`src/rtl/uart.sv`:
```
// uart: 8N1 receiver that shows the low six bits of each good byte on active-low LEDs.
// Defining UART_ECHO_EN adds a transmitter that echoes every committed byte on uart_tx.
module uart #(
  parameter int WAIT_CYCLES = 234
) (
  input  logic       clk,
  input  logic       btn,
  input  logic       uart_rx,
  output logic       uart_tx,
  output logic [5:0] led
);

  localparam int CW = (WAIT_CYCLES > 2) ? $clog2(WAIT_CYCLES) : 1;
  localparam logic [CW-1:0] BIT_END  = CW'(WAIT_CYCLES - 1);
  localparam logic [CW-1:0] HALF_END = CW'(WAIT_CYCLES / 2 - 1);

  typedef enum logic [1:0] {
    ST_IDLE  = 2'd0,
    ST_START = 2'd1,
    ST_DATA  = 2'd2,
    ST_STOP  = 2'd3
  } state_t;

  state_t        rx_state;
  state_t        rx_next;
  logic [CW-1:0] rx_cnt;
  logic [2:0]    rx_idx;
  logic [7:0]    shift;
  logic          rx_tick;
  logic          rx_half;
  logic          rx_commit;

  always_ff @(posedge clk) begin
    if (btn) rx_state <= ST_IDLE;
    else     rx_state <= rx_next;
  end

  // uart_rx is used raw so the bit-centre sample point stays exact.
  always_comb begin
    rx_next = rx_state;
    case (rx_state)
      ST_IDLE:  if (!uart_rx) rx_next = ST_START;
      ST_START: if (rx_half) rx_next = uart_rx ? ST_IDLE : ST_DATA;
      ST_DATA:  if (rx_tick && rx_idx == 3'd7) rx_next = ST_STOP;
      ST_STOP:  if (rx_tick) rx_next = ST_IDLE;
      default:  rx_next = ST_IDLE;
    endcase
  end

  always_comb begin
    rx_tick   = (rx_cnt == BIT_END);
    rx_half   = (rx_cnt == HALF_END);
    rx_commit = (rx_state == ST_STOP) && rx_tick && uart_rx;
  end

  always_ff @(posedge clk) begin
    if (btn) begin
      rx_cnt <= '0;
      rx_idx <= '0;
      shift  <= '0;
      led    <= 6'b111111;
    end else begin
      case (rx_state)
        ST_IDLE: begin
          rx_cnt <= '0;
          rx_idx <= '0;
        end
        ST_START: begin
          if (rx_half) begin
            rx_cnt <= '0;
            rx_idx <= '0;
          end else begin
            rx_cnt <= rx_cnt + CW'(1);
          end
        end
        ST_DATA: begin
          if (rx_tick) begin
            rx_cnt         <= '0;
            shift[rx_idx]  <= uart_rx;
            rx_idx         <= rx_idx + 3'd1;
          end else begin
            rx_cnt <= rx_cnt + CW'(1);
          end
        end
        ST_STOP: begin
          if (rx_tick) rx_cnt <= '0;
          else         rx_cnt <= rx_cnt + CW'(1);
          // A low stop bit is a framing error: the byte is dropped silently.
          if (rx_commit) led <= ~shift[5:0];
        end
        default: rx_cnt <= '0;
      endcase
    end
  end

`ifdef UART_ECHO_EN
  state_t        tx_state;
  state_t        tx_next;
  logic [CW-1:0] tx_cnt;
  logic [2:0]    tx_idx;
  logic [7:0]    tx_byte;
  logic          tx_q;
  logic          tx_tick;
  logic          rx_done;

  always_ff @(posedge clk) begin
    if (btn) rx_done <= 1'b0;
    else     rx_done <= rx_commit;
  end

  always_ff @(posedge clk) begin
    if (btn) tx_state <= ST_IDLE;
    else     tx_state <= tx_next;
  end

  // rx_done seen outside IDLE is an overrun and is simply not acted on.
  always_comb begin
    tx_next = tx_state;
    case (tx_state)
      ST_IDLE:  if (rx_done) tx_next = ST_START;
      ST_START: if (tx_tick) tx_next = ST_DATA;
      ST_DATA:  if (tx_tick && tx_idx == 3'd7) tx_next = ST_STOP;
      ST_STOP:  if (tx_tick) tx_next = ST_IDLE;
      default:  tx_next = ST_IDLE;
    endcase
  end

  always_comb begin
    tx_tick = (tx_cnt == BIT_END);
  end

  always_ff @(posedge clk) begin
    if (btn) begin
      tx_cnt  <= '0;
      tx_idx  <= '0;
      tx_byte <= '0;
      tx_q    <= 1'b1;
    end else begin
      case (tx_state)
        ST_IDLE: begin
          tx_cnt <= '0;
          tx_idx <= '0;
          tx_q   <= 1'b1;
          if (rx_done) begin
            tx_byte <= shift;
            tx_q    <= 1'b0;
          end
        end
        ST_START: begin
          if (tx_tick) begin
            tx_cnt <= '0;
            tx_q   <= tx_byte[0];
          end else begin
            tx_cnt <= tx_cnt + CW'(1);
          end
        end
        ST_DATA: begin
          if (tx_tick) begin
            tx_cnt <= '0;
            tx_idx <= tx_idx + 3'd1;
            tx_q   <= (tx_idx == 3'd7) ? 1'b1 : tx_byte[tx_idx + 3'd1];
          end else begin
            tx_cnt <= tx_cnt + CW'(1);
          end
        end
        ST_STOP: begin
          tx_q <= 1'b1;
          if (tx_tick) tx_cnt <= '0;
          else         tx_cnt <= tx_cnt + CW'(1);
        end
        default: begin
          tx_cnt <= '0;
          tx_q   <= 1'b1;
        end
      endcase
    end
  end

  assign uart_tx = tx_q;
`else
  logic unused_bits;
  assign unused_bits = ^shift[7:6];
  assign uart_tx     = 1'b1;
`endif

endmodule

```
`config.mk`:
```
export PLATFORM = sky130hd
export DESIGN_NAME = uart
export DESIGN_NICKNAME = d
export VERILOG_FILES = /design/src/rtl/uart.sv
export SDC_FILE = /design/constraint.sdc
export NUM_CORES = 1
export LEC_CHECK = 0
export ABC_AREA = 1
export CORE_MARGIN = 1.5
export CORE_UTILIZATION = 30
export DETAILED_ROUTE_END_ITERATION = 8
export PLACE_DENSITY_LB_ADDON = 0.3
export SYNTH_ARGS = -nofsm -noshare
export SYNTH_HDL_FRONTEND = slang
export SYNTH_SLANG_ARGS = --single-unit
```
`constraint.sdc`:
```
create_clock -name clk -period 1.8 [get_ports clk]
set_clock_uncertainty 0.05 [all_clocks]
set_input_delay 0.36 -clock clk [delete_from_list [all_inputs] [get_ports clk]]
set_output_delay 0.36 -clock clk [all_outputs]
set_load 0.02 [all_outputs]
```
# == Yosys cells after proc, flatten, opt, wreduce, memory -nomap -nowiden ==
# Cells that the tools add are included.
# classes
n_addsub,2
n_lt_le_gt_ge,2
eq_ne,11
muxes,15
bitwise_logic,1
reduce_logical,11
# op_table
op,count
8-bit one-hot mux with 3 select lines,1
8-bit 2-to-1 mux,2
2-bit 2-to-1 mux,5
2-bit != test (second input constant),5
3-bit one-hot mux with 3 select lines,1
8-bit by 1-bit adder with 8-bit output (second input constant),1
8-bit bitwise mux,1
8-bit by 7-bit == test with 1-bit output (second input constant),1
8-bit == test (second input constant),1
2-bit one-hot mux with 4 select lines,1
3-bit 2-to-1 mux,2
6-bit NOT,1
2-bit == test (second input constant),2
1-bit logical AND,4
3-bit by 4-bit < comparator with 1-bit output (second input constant),1
2-bit AND reduction,2
4-bit AND reduction,1
3-bit by 1-bit adder with 3-bit output (second input constant),1
1-bit demux with 3-bit select,1
3-bit == test (second input constant),1
3-bit by 1-bit greater-or-equal comparator with 1-bit output (second input constant),1
3-bit AND reduction,1
3-bit nonzero test,1
2-bit by 1-bit == test with 1-bit output (second input constant),1
other kinds (3),3
# totals
ff_bits,27
input_bits,3
output_inout_bits,7
word_cells,47

# == Logic depth before layout (Yosys ltp) ==
# depth
word_depth,5
depth_mapped,11
mapped_depth_nobuf,11

# == Least setup slack after synthesis ==
# Ideal clock, no wire load.
# synth_timing
path_kind,register to register
from,register rx_cnt[1]
to,register led[1]
setup_ns,0.119
arrival_time_ns,1.257
required_ns,1.631
slack_ns,0.374
stages_incl_launch_ff,11
path_buffers,1
period_less_slack_ns,1.426
cell_sequence,dfxtp_1 -> inv_1 -> ha_1 -> nand2_1 -> nor2_2 -> nand2_4 -> inv_2 -> nand3_2 -> buf_6 -> a21oi_1 -> o21ai_1
# synth_between
elab_chain_len,4
# synth_lines
item,line,rtl
start: declaration,26,logic [CW-1:0] rx_cnt;
start signal: assignment,73,rx_cnt <= rx_cnt + CW'(1);
start signal: assignment,82,rx_cnt <= rx_cnt + CW'(1);
start signal: assignment,87,else rx_cnt <= rx_cnt + CW'(1);
8-bit == test,51,rx_tick = (rx_cnt == BIT_END);
1-bit logical AND (2 in a row),53,rx_commit = (rx_state == ST_STOP) && rx_tick && uart_rx;
2-bit AND reduction (no source line),n/a,
end signal: assignment,89,if (rx_commit) led <= ~shift[5:0];
end: declaration,10,output logic [5:0] led
# No other way between the ends.
# A chain may end at the register's enable or synchronous reset.

# == Final worst setup path ==
# layout_timing
from,register led[0]
to,output led[0]
# No word-level cell between the ends.

==> results.toml <==
[status]
status = "completed"

[hold_path]
hp-class = "flop to flop"
holdPathStages = 1

[setup_path]
reg2reg_slack_ns = 0.25
slowest_stage = "clkdlybuf4s50_1"
startpoint = "led[0]$_SDFFE_PP1P_"
endpoint = "led[0]"
setup.worst_path.start_class = "flop"
cp_data_required_time_ns = 1.39
cp_top_family = "buffers and inverters"
crit_path_end_kind = "primary output"
critical_path_class = "flop to primary output"
max_stage_delay_ns = 0.62
crit_path_max_fanout = 2
timing.rr.start = "rx_cnt[0]$_SDFF_PP0_"
path_depth = 1
reg2reg_to = "shift[5]$_SDFFE_PP0P_"
cp.buffers_inverters = 1
cp.arrival_ns = 1.24
worstPathCellList = "clkdlybuf4s50_1"
rr_worst_depth = 8

[clocking]
h-tree-depth = 1
clk_pin_slew_ns = 0.09
clk_latency_ns = 0.27
clk_path_buf_depth = 2
clock_sinks = 25
hold_buffers = 0
cts_buffers = 3
tritoncts = "done"
post_cts_buffers = 0
cts-root-buf = "clkbuf_8"

[place]
dp.cells = 208
portBuffers = 8
post-dp-hpwl_mm = 1.72
gp_congestion = 0.850

[timing]
hold_viol_final = 0
tns_ns = 0
setup_viol = 0
min_period_ns = 1.65
hold_ws_ns = 0.399
maxSlewViolCount = 0
period_share_pct = 91.4
grt_setup_unrepaired = "no"
fmax_ghz = 0.608

[power]
vdd_ir_drop_max_uv = 396
p_leak_uw = 0.000517
power_per_cell_area_nw_per_um2 = 781
finalPower_uw = 1100

[die]
core.rowCount = 23
die-width_um = 67.0
ioPinCount = 10
core_um2 = 3970
dieArea_um2 = 4490
start_util_pct = 30.9
die_h_um = 67.0

[drt]
drtIter0Drc = 68
first_pass_iters = 4
wl_per_cell_um = 10.7
ant_nets = 0
route.detailed.drc = 0
wl_mm = 2.26
vias = 989
viasPerCell = 4.67

[synthesis]
synth_edf_count = 0
synth-seq-cells = 25
synth_top_area_share_pct = 40.7
avgSynthCellArea_um2 = 8.03
synthTopCellsByArea = "dfxtp_1, a21oi_1, nand2_1, ha_1, inv_1"
synthCells = 153
synth_area_um2 = 1230
ys.flop_type = "dfxtp_1"
ys_seq_area_share_pct = 40.7
synthArstFlopShare_pct = 0
synth_common_cells = "dfxtp_1, nand2_1, inv_1, nor2_1, a21oi_1"
ys_types = 35
synth_nets = 161
yosys_warnings = 0
yosys.cell_count.top_type = "dfxtp_1"
synth_top_cell_by_area = "dfxtp_1"

[finish]
num-nets-final = 171
area_growth_pct = 15.1
drive_gt1_share_pct = 16.0
num_antenna_cells = 0
final_cells = 212

[global_routing]
grt_max_degree = 16
antenna_found_initial = 0
grt_pass1_wl_mm = 3.94
grt_usage_pct = 11.5
grt_pass1_vias = 921
gr-total-overflow = 0

[flow_run]
max-cap-violations = 0
logic make-up after synthesis:
group	synth area share (%)
AND/OR/NAND/NOR	27.2
AO/OA/AOI/OAI	14.4
buffers and inverters	9.47
flip-flops	40.7
adder cells (fa/ha/maj)	5.09
XOR/XNOR	2.85
other	0.305
cell usage in the layout, fill, tap and decap left out, types with 4 or more instances in the layout:
master           synthesis  routed
dfxtp_1                 25      25
nand2_1                 17      17
inv_1                   16      16
nor2_1                  15      15
a21oi_1                 13      13
nor3_1                  10      10
clkdlybuf4s50_1          0       8
o21ai_1                  6       6
ha_1                     5       5
inv_2                    4       4
repair_timing:
action,4_1_cts,5_1_grt
resized for setup,0,1
hold endpoints to repair,0,0
endpoints found under the setup margin,0,1
registers in the layout, indices dropped and copies added (netlist names), named ones only:
| name | cells |
|---|---|
| rx_cnt | 8 |
| led | 6 |
| shift | 6 |
| rx_idx | 3 |
| rx_state | 1 |
power by group:
part | leakage (uW) | switching (uW) | internal, uW
Combinational | 0.000293 | 102 | 61.0
Sequential | 0.000202 | 28.1 | 567
Clock | 0.0000217 | 189 | 157
area by class of cell:
cell class                 count  area, um^2
clock inverter                 1        7.51
fill                         415        2560
sequential                    25         500
timing repair buffer          11         103
tap                           50        62.6
multi-input combinational    101         619
clock buffer                   3        41.3
inverter                      21        80.1
metal layers:
layer | wire, um | track usage (%)
met2 | 1150 | 21.5
met4 | 31 | 3.83
met3 | 40 | 2.53
met5 | 0 | 0
met1 | 1040 | 12.7
metrics by stage:
step	area [um^2]	util, %	setup WS (ns)
floorplan	1230	-	0.374
finish	1410	35.6	0.154
detailed placement	1360	34.2	0.153
global route	1410	35.6	0.0537
global placement	1360	34.2	0.188
CTS	1410	35.4	0.135
how the worst min path moves through the flow:
stage                               start                  end
floorplan           shift[1]$_SDFFE_PP0P_  led[1]$_SDFFE_PP1P_
global placement    shift[5]$_SDFFE_PP0P_  led[5]$_SDFFE_PP1P_
detailed placement  shift[0]$_SDFFE_PP0P_  led[0]$_SDFFE_PP1P_
CTS                 shift[0]$_SDFFE_PP0P_  led[0]$_SDFFE_PP1P_
global route        shift[0]$_SDFFE_PP0P_  led[0]$_SDFFE_PP1P_
finish              shift[0]$_SDFFE_PP0P_  led[0]$_SDFFE_PP1P_
No activity file was read; power rests on OpenSTA's default activity.
